[src/rtl/playbus_ctrl.sv]
// Play-bus transfer controller: arbitrates two requesters round-robin, drives
// one bus source for SETUP cycles, strobes the destination, then acknowledges.
// Illegal source/destination pairs are rejected with a one-cycle err pulse.
//
// state  | meaning
// -------+-----------------------------------------------------------
// IDLE   | waiting for a request; arbitration and select latch here
// DRIVE  | source enable on, counting down SETUP cycles
// STROBE | source enable on, destination strobe on for one cycle
// HOLD   | source enable on after the strobe, one cycle
// DONE   | ack pulse to the granted requester
// ERR    | ack + err pulse for a rejected transfer
module playbus_ctrl #(
    parameter int unsigned SETUP = 1
) (
    input  logic       clock_i,
    input  logic       reset_i,
    input  logic [1:0] req_i,
    input  logic [1:0] src0_i,
    input  logic [1:0] src1_i,
    input  logic       dst0_i,
    input  logic       dst1_i,
    output logic [1:0] ack_o,
    output logic       err_o,
    output logic       busy_o,
    output logic       romo_o,
    output logic       ramo_o,
    output logic       swben_o,
    output logic       ramw_o,
    output logic       ledltch_o
);

    typedef enum logic [2:0] {
        IDLE   = 3'd0,
        DRIVE  = 3'd1,
        STROBE = 3'd2,
        HOLD   = 3'd3,
        DONE   = 3'd4,
        ERR    = 3'd5
    } state_t;

    localparam logic [1:0] SRC_ROM    = 2'b00;
    localparam logic [1:0] SRC_RAM    = 2'b01;
    localparam logic [1:0] SRC_SW     = 2'b10;
    localparam logic [1:0] SRC_RSVD   = 2'b11;
    localparam logic       DST_RAM    = 1'b0;
    localparam logic [3:0] SETUP_LOAD = 4'(SETUP - 1);

    state_t     state_q, state_d;
    logic       grant_q, grant_d;
    logic       last_grant_q, last_grant_d;
    logic [1:0] src_q, src_d;
    logic       dst_q, dst_d;
    logic [3:0] cnt_q, cnt_d;
    logic       gnt;
    logic       src_en;

    logic [1:0] ack_d;
    logic       err_d, busy_d, romo_d, ramo_d, swben_d, ramw_d, ledltch_d;

    // Next state, arbitration, select latch, and output values for the next cycle.
    // Outputs are decoded from the next state so they leave the block registered.
    always_comb begin
        state_d      = state_q;
        grant_d      = grant_q;
        last_grant_d = last_grant_q;
        src_d        = src_q;
        dst_d        = dst_q;
        cnt_d        = cnt_q;
        gnt          = 1'b0;

        case (state_q)
            IDLE: begin
                if (|req_i) begin
                    // A tie goes to whoever was not served last.
                    gnt          = (req_i == 2'b11) ? ~last_grant_q : req_i[1];
                    grant_d      = gnt;
                    last_grant_d = gnt;
                    src_d        = gnt ? src1_i : src0_i;
                    dst_d        = gnt ? dst1_i : dst0_i;
                    if (src_d == SRC_RSVD || (src_d == SRC_RAM && dst_d == DST_RAM)) begin
                        state_d = ERR;
                    end else begin
                        state_d = DRIVE;
                        cnt_d   = SETUP_LOAD;
                    end
                end
            end
            DRIVE: begin
                if (cnt_q == 4'd0) begin
                    state_d = STROBE;
                end else begin
                    cnt_d = cnt_q - 4'd1;
                end
            end
            STROBE:  state_d = HOLD;
            HOLD:    state_d = DONE;
            DONE:    state_d = IDLE;
            ERR:     state_d = IDLE;
            default: state_d = IDLE;
        endcase

        src_en    = (state_d == DRIVE) || (state_d == STROBE) || (state_d == HOLD);
        ack_d     = 2'b00;
        if (state_d == DONE || state_d == ERR) begin
            ack_d[grant_d] = 1'b1;
        end
        err_d     = (state_d == ERR);
        busy_d    = (state_d != IDLE);
        romo_d    = src_en && (src_d == SRC_ROM);
        ramo_d    = src_en && (src_d == SRC_RAM);
        swben_d   = src_en && (src_d == SRC_SW);
        ramw_d    = (state_d == STROBE) && (dst_d == DST_RAM);
        ledltch_d = (state_d == STROBE) && (dst_d != DST_RAM);
    end

    // State, latched selects, counter and output registers.
    always_ff @(posedge clock_i) begin
        if (reset_i) begin
            state_q      <= IDLE;
            grant_q      <= 1'b0;
            last_grant_q <= 1'b1;
            src_q        <= 2'b00;
            dst_q        <= 1'b0;
            cnt_q        <= 4'd0;
            ack_o        <= 2'b00;
            err_o        <= 1'b0;
            busy_o       <= 1'b0;
            romo_o       <= 1'b0;
            ramo_o       <= 1'b0;
            swben_o      <= 1'b0;
            ramw_o       <= 1'b0;
            ledltch_o    <= 1'b0;
        end else begin
            state_q      <= state_d;
            grant_q      <= grant_d;
            last_grant_q <= last_grant_d;
            src_q        <= src_d;
            dst_q        <= dst_d;
            cnt_q        <= cnt_d;
            ack_o        <= ack_d;
            err_o        <= err_d;
            busy_o       <= busy_d;
            romo_o       <= romo_d;
            ramo_o       <= ramo_d;
            swben_o      <= swben_d;
            ramw_o       <= ramw_d;
            ledltch_o    <= ledltch_d;
        end
    end

endmodule

[config.mk]
export PLATFORM = sky130hd
export DESIGN_NAME = playbus_ctrl
export DESIGN_NICKNAME = d
export VERILOG_FILES = /design/src/rtl/playbus_ctrl.sv
export SDC_FILE = /design/constraint.sdc
export NUM_CORES = 1
export LEC_CHECK = 0
export ABC_CLOCK_PERIOD_IN_PS = 5000
export BUFFER_PORTS_ARGS = -buffer_cell sky130_fd_sc_hd__buf_2
export CAP_MARGIN = 40
export CORE_UTILIZATION = 53
export DETAILED_ROUTE_END_ITERATION = 12
export PLACE_DENSITY = 0.75
export SETUP_SLACK_MARGIN = 0.4
export SLEW_MARGIN = 40
export SYNTH_ARGS = -nofsm -noshare
export SYNTH_HDL_FRONTEND = slang
export SYNTH_SLANG_ARGS = --single-unit
[constraint.sdc]
create_clock -name clock_i -period 5 [get_ports clock_i]
set_clock_uncertainty 0.2 [all_clocks]
set_input_delay 1 -clock clock_i [delete_from_list [all_inputs] [get_ports clock_i]]
set_output_delay 1 -clock clock_i [all_outputs]
set_load 0.01 [all_outputs]
## Word-level counts from Yosys, hierarchy flattened

Cells that the tools add are included.

| word-level totals | value |
|---|---|
| bits in registers | 21 |
| output and inout port bits | 9 |
| logic and storage cells | 76 |

| cells by class | value |
|---|---|
| add/subtract/negate cells | 1 |
| order comparisons | 2 |
| equal/unequal tests | 16 |
| multiplexer cells | 19 |
| bitwise gates (word level) | 4 |
| reductions and logical operators | 20 |

Operator list:

| cell | count |
|---|---|
| equality test 3 x 2 -> 1 bit (second input constant) | 4 |
| 2-to-1 mux 4 bit | 3 |
| one-hot mux 3 bit (4 select lines) | 1 |
| 2-to-1 mux 3 bit | 3 |
| one-hot mux 4 bit (2 select lines) | 1 |
| logical AND 1 bit | 7 |
| 2-to-1 mux 1 bit | 7 |
| equality test 2 bit (second input constant) | 3 |
| equality test 3 x 1 -> 1 bit (second input constant) | 2 |
| equality test 3 bit (second input constant) | 2 |
| 2-to-1 mux 2 bit | 3 |
| inequality test 2 bit (second input constant) | 3 |
| equality test 2 x 1 -> 1 bit (second input constant) | 2 |
| logical NOT 4 bit | 1 |
| logical OR 1 bit | 4 |
| NOT 1 bit | 4 |
| AND reduction 4 bit | 1 |
| OR reduction 2 bit | 2 |
| subtractor 4 x 1 -> 4 bit (second input constant) | 1 |
| logical NOT 3 bit | 1 |
| nonzero test 3 bit | 1 |
| logical NOT 2 bit | 1 |
| < comparator 1 x 2 -> 1 bit (second input constant) | 1 |
| AND reduction 2 bit | 1 |
| other kinds (3) | 3 |

## Logic depth before layout (Yosys ltp)

| depth | value |
|---|---|
| depth in word-level cells | 13 |
| depth in mapped cells | 6 |

## Worst setup path before layout

No wires, ideal clock.

| path | value |
|---|---|
| kind | input to register |
| from | input req_i[1] |
| to | register ramo_o |
| library setup time | 92 ps |
| arrival time | 2109 ps |
| slack | 2599 ps |
| cell stages on the path | 4 |
| path buffers | 0 |
| path through | a21boi_1 mux2_2 mux2_4 nor4_1 |

| between the ends | value |
|---|---|
| word-level cells in the longest chain between the ends | 13 |
| elaborated cells on any way between the ends | 22 |
| those cells by class | eq/ne (7); mux (8); bitwise (1); reduce/logical (6) |

RTL lines:

| item | RTL line | text |
|---|---|---|
| start: declaration | 18 | `input logic [1:0] req_i,` |
| equality test 2 bit | 76 | `gnt = (req_i == 2'b11) ? ~last_grant_q : req_i[1];` |
| 2-to-1 mux 1 bit | 76 |  |
| 2-to-1 mux 2 bit / 2-to-1 mux 1 bit (equally long branches) | 79, 80 |  |
| equality test 2 x 1 -> 1 bit / NOT 1 bit (equally long branches) | 81 | `if (src_d == SRC_RSVD \|\| (src_d == SRC_RAM && dst_d == DST_RAM)) begin` |
| logical AND 1 bit | 81 |  |
| logical OR 1 bit | 81 |  |
| 2-to-1 mux 3 bit | 81 |  |
| 2-to-1 mux 3 bit | 74 | `if (\|req_i) begin` |
| one-hot mux 3 bit (4 select lines) | 72 | `case (state_q)` |
| equality test 3 x 1 -> 1 bit / equality test 3 x 2 -> 1 bit (equally long branches) | 103 | `src_en = (state_d == DRIVE) \|\| (state_d == STROBE) \|\| (state_d == HOLD);` |
| logical OR 1 bit (2 in series) | 103 |  |
| logical AND 1 bit * | 111 | `ramo_d = src_en && (src_d == SRC_RAM);` |
| end signal: assignment | 145 | `ramo_o <= ramo_d;` |
| end: declaration | 27 | `output logic ramo_o,` |

Mark *: on every way between the ends. The rest lies on a longest branch, timed or not.
A chain may end at the register's enable or synchronous reset.

## Worst setup path in the final report

| path | value |
|---|---|
| from | input req_i[1] |
| to | register romo_o |

| between the ends | value |
|---|---|
| word-level cells in the longest chain between the ends | 13 |
| elaborated cells on any way between the ends | 22 |
| those cells by class | eq/ne (6); mux (8); bitwise (1); reduce/logical (7) |

RTL lines:

| item | RTL line | text |
|---|---|---|
| equality test 2 bit | 76 |  |
| 2-to-1 mux 1 bit | 76 |  |
| 2-to-1 mux 2 bit / 2-to-1 mux 1 bit (equally long branches) | 79, 80 |  |
| equality test 2 x 1 -> 1 bit / NOT 1 bit (equally long branches) | 81 |  |
| logical AND 1 bit | 81 |  |
| logical OR 1 bit | 81 |  |
| 2-to-1 mux 3 bit | 81 |  |
| 2-to-1 mux 3 bit | 74 |  |
| one-hot mux 3 bit (4 select lines) | 72 |  |
| equality test 3 x 1 -> 1 bit / equality test 3 x 2 -> 1 bit (equally long branches) | 103 |  |
| logical OR 1 bit (2 in series) | 103 |  |
| logical AND 1 bit * | 110 | `romo_d = src_en && (src_d == SRC_ROM);` |
| end signal: assignment | 144 | `romo_o <= romo_d;` |
| end: declaration | 26 | `output logic romo_o,` |

Marked as above.

==> results.json <==
{
  "use_met3": 0.0286,
  "p_clk_frac": 0.195,
  "regToRegSetupSlack_ns": 2.97,
  "syn_nets": 111,
  "h-tree-depth": 1,
  "finalCriticalPeriod_ns": 2.35,
  "grt-ovfl-total": 0,
  "postCtsSetupBuffers": 0,
  "max-clock-path-buffers": 2,
  "hpwl_um": 1340,
  "busiest_layer": "met2",
  "outcome": "complete, no violations",
  "fin_hold_ws_ns": 0.291,
  "reg2reg_to": "cnt_q[1]",
  "fill_cells": 146,
  "synth_edf_count": 0,
  "setup_tns_ns": 0,
  "syn_area_um2": 965,
  "place_congestion": 0.842,
  "total_leakage_power_nw": 0.493,
  "synth_cell_types": 39,
  "startpoint_type": "input port",
  "antenna_found_initial": 0,
  "viasPerCell": 5.27,
  "p_per_area_nw_per_um2": 373,
  "ir_drop_mv": 0.253,
  "crit_fanout": 5,
  "use_met1": 0.271,
  "io_pins": 19,
  "clk_pin_slew_ns": 0.12,
  "critPathCapture": "romo_o",
  "drt-total-wl_um": 1780,
  "worst_slew_pin_slew_ns": 0.746,
  "holdCritPathClass": "reg -> reg",
  "die_w_um": 44.7,
  "cp.required_ns": 5.01,
  "hold_viol_final": 0,
  "clock-root-buffer": "clkbuf_4",
  "synth_top_family_by_area": "simple AND/OR/NAND/NOR gates",
  "port_buffers": 18,
  "fin_cells": 143,
  "cp-end-kind": "flip-flop",
  "place_area_um2": 1070,
  "yosysSeqAreaShare": 0.436,
  "synthMuxAreaShare": 0.114,
  "syn_inst": 99,
  "drive_gt1_frac": 0.280,
  "pwr-share-seq": 0.502,
  "fin_area_um2": 1090,
  "core-area_um2": 1710,
  "n_antenna_cell": 0,
  "timing.final.crit_share": 0.470,
  "path_class": "in -> reg",
  "cap_violations": 0,
  "start_util": 0.565,
  "ys.warnings.count": 0,
  "sw_frac_of_total": 0.323,
  "clock_sinks": 21,
  "r2r-start": "cnt_q[0]",
  "worst_skew_pair.late_latency_ns": 0.30,
  "drt_iter0_drc": 13,
  "setup_viol": 0,
  "grt_start_max_net_pins": 15,
  "dp_cells": 139,
  "synth_flop_cell": "dfxtp_1",
  "pwr-share-comb": 0.303,
  "synth.area.top_cells": "dfxtp_1 (44%), mux2i_1 (5.2%), nor2_1 (3.9%)",
  "fin_nets": 131,
  "cts_made_buffers": 3,
  "synth_xor_area_frac": 0.0272,
  "die_y_um": 44.7,
  "slew_violations": 0,
  "areaGrowthSynthToFinish_pct": 13.5,
  "grt_pass1_vias": 670,
  "ant_nets": 0,
  "synth_area_leader_cell": "dfxtp_1",
  "grt_first_pass_wirelength_um": 2880,
  "drc": 0,
  "synth_seq_cells": 21,
  "vias": 754,
  "yosys.area_share.simple": 0.250,
  "wl_per_cell_um": 12.4,
  "die-area_um2": 1990,
  "synthAdderAreaFrac": 0.0259,
  "max_freq_mhz": 425,
  "grt_usage": 0.199,
  "holdBufCountCts": 0,
  "multi_input_area_um2": 514,
  "dr.pass1.iters": 4,
  "worstPathArrival_ns": 2.36,
  "critPathLaunch": "req_i[1]",
  "rsz0062_at_grt": "false",
  "synth_top_area_share": 0.436,
  "grt_use_met2": 0.309,
  "power_switching_uw": 132,
  "synth_compound_area_frac": 0.115,
  "slew-limit-headroom": 0.502,
  "avgSynthCellArea_um2": 9.74,
  "cts-resized-gates": 0,
  "r2r_cells": 6,
  "cts_tree": "built",
  "regArea_um2": 420,
  "rows": 15,
  "ys_async_sr_fraction": 0,
  "internal_power_uw": 277
}
worst max-delay path, cell delays in order:
cell and delay (ns):
buf_2 0.11, a21boi_1 0.37, mux2_2 0.40, mux2_4 0.27, nor4_1 0.21
power groups by stage:
stage          Clock (mW)  Combinational, mW  Sequential, mW
2_1_floorplan           0             0.0969           0.209
3_3_place_gp            0              0.120           0.208
3_5_place_dp            0              0.124           0.208
4_1_cts            0.0816              0.125           0.205
5_1_grt            0.0900              0.137           0.208
6_report           0.0798              0.124           0.205
worst min-delay path by stage:
stage / cells after the start / start / slack [ns] / end
floorplan: 2 / cnt_q[1] / 0.25 / cnt_q[1]
global placement: 2 / cnt_q[1] / 0.27 / cnt_q[1]
detailed placement: 2 / cnt_q[1] / 0.28 / cnt_q[1]
CTS: 2 / cnt_q[1] / 0.29 / cnt_q[1]
global route: 2 / cnt_q[1] / 0.31 / cnt_q[1]
finish: 2 / cnt_q[1] / 0.29 / cnt_q[1]
state kept, by name, summed over array words and instances, names as in the netlist:
name          count
state_q           3
src_q             2
ramw_o            1
cnt_q             4
ramo_o            1
swben_o           1
ack_o             2
grant_q           1
busy_o            1
romo_o            1
ledltch_o         1
last_grant_q      1
dst_q             1
err_o             1
synth_stat cells, types with 2 or more instances:
cell type  instances
nor3_1             3
nand3b_1           2
and2_1             3
a31oi_1            2
nand2_1            8
mux2i_1            5
inv_1              3
ha_1               2
a211oi_2           2
xor2_1             2
dfxtp_1           21
nor4_1             4
nand3_1            2
nor2_1            10
mux2_2             3
nand2b_1           4
layout by cell type (no fill, tap or decap), drive strengths merged, types with 2 or more instances in the layout:
cell	Yosys	routed
nand3b	2	2
nand2b	4	4
nand3	2	2
and2	3	3
inv	3	3
nor2	10	10
a31oi	2	2
a21boi	2	2
nand2	8	8
xor2	2	2
ha	2	2
dfxtp	21	21
nor4	4	4
clkbuf	1	3
mux2	5	5
a211oi	2	2
nor3	4	4
buf	2	18
nor2b	2	2
mux2i	5	5
per-layer routing:
metal / routed length [um] / up-vias
met5: 0 / -
met4: 27 / 0
met3: 55 / 4
met2: 801 / 20
met1: 893 / 344
li1: - / 386
stage by stage:
step           setup WS [ns]  power, mW  utilization
6_report                2.65      0.409        0.641
5_1_grt                 2.57      0.435        0.641
4_1_cts                 2.64      0.411        0.641
3_5_place_dp            2.31      0.333        0.625
3_3_place_gp            2.40      0.329        0.625
2_1_floorplan           2.60      0.306            -
cell families (layout without fill, tap and decap cells):
kind of cell,Yosys count,after routing
compound gates,13,13
xor+xnor,3,3
fa+ha+maj,2,2
buf+inv,6,25
flops,21,21
mux,10,10
simple gates,44,44
layout make-up:
cell class / count / share of cell area
clock buffers: 3 / 0.0206
multi-input cells: 72 / 0.470
clock inverters: 1 / 0.00457
flip-flops and latches: 21 / 0.384
inverters: 3 / 0.0103
well taps: 25 / 0.0286
repair buffers: 18 / 0.0823
No activity file was read; power rests on OpenSTA's default activity.
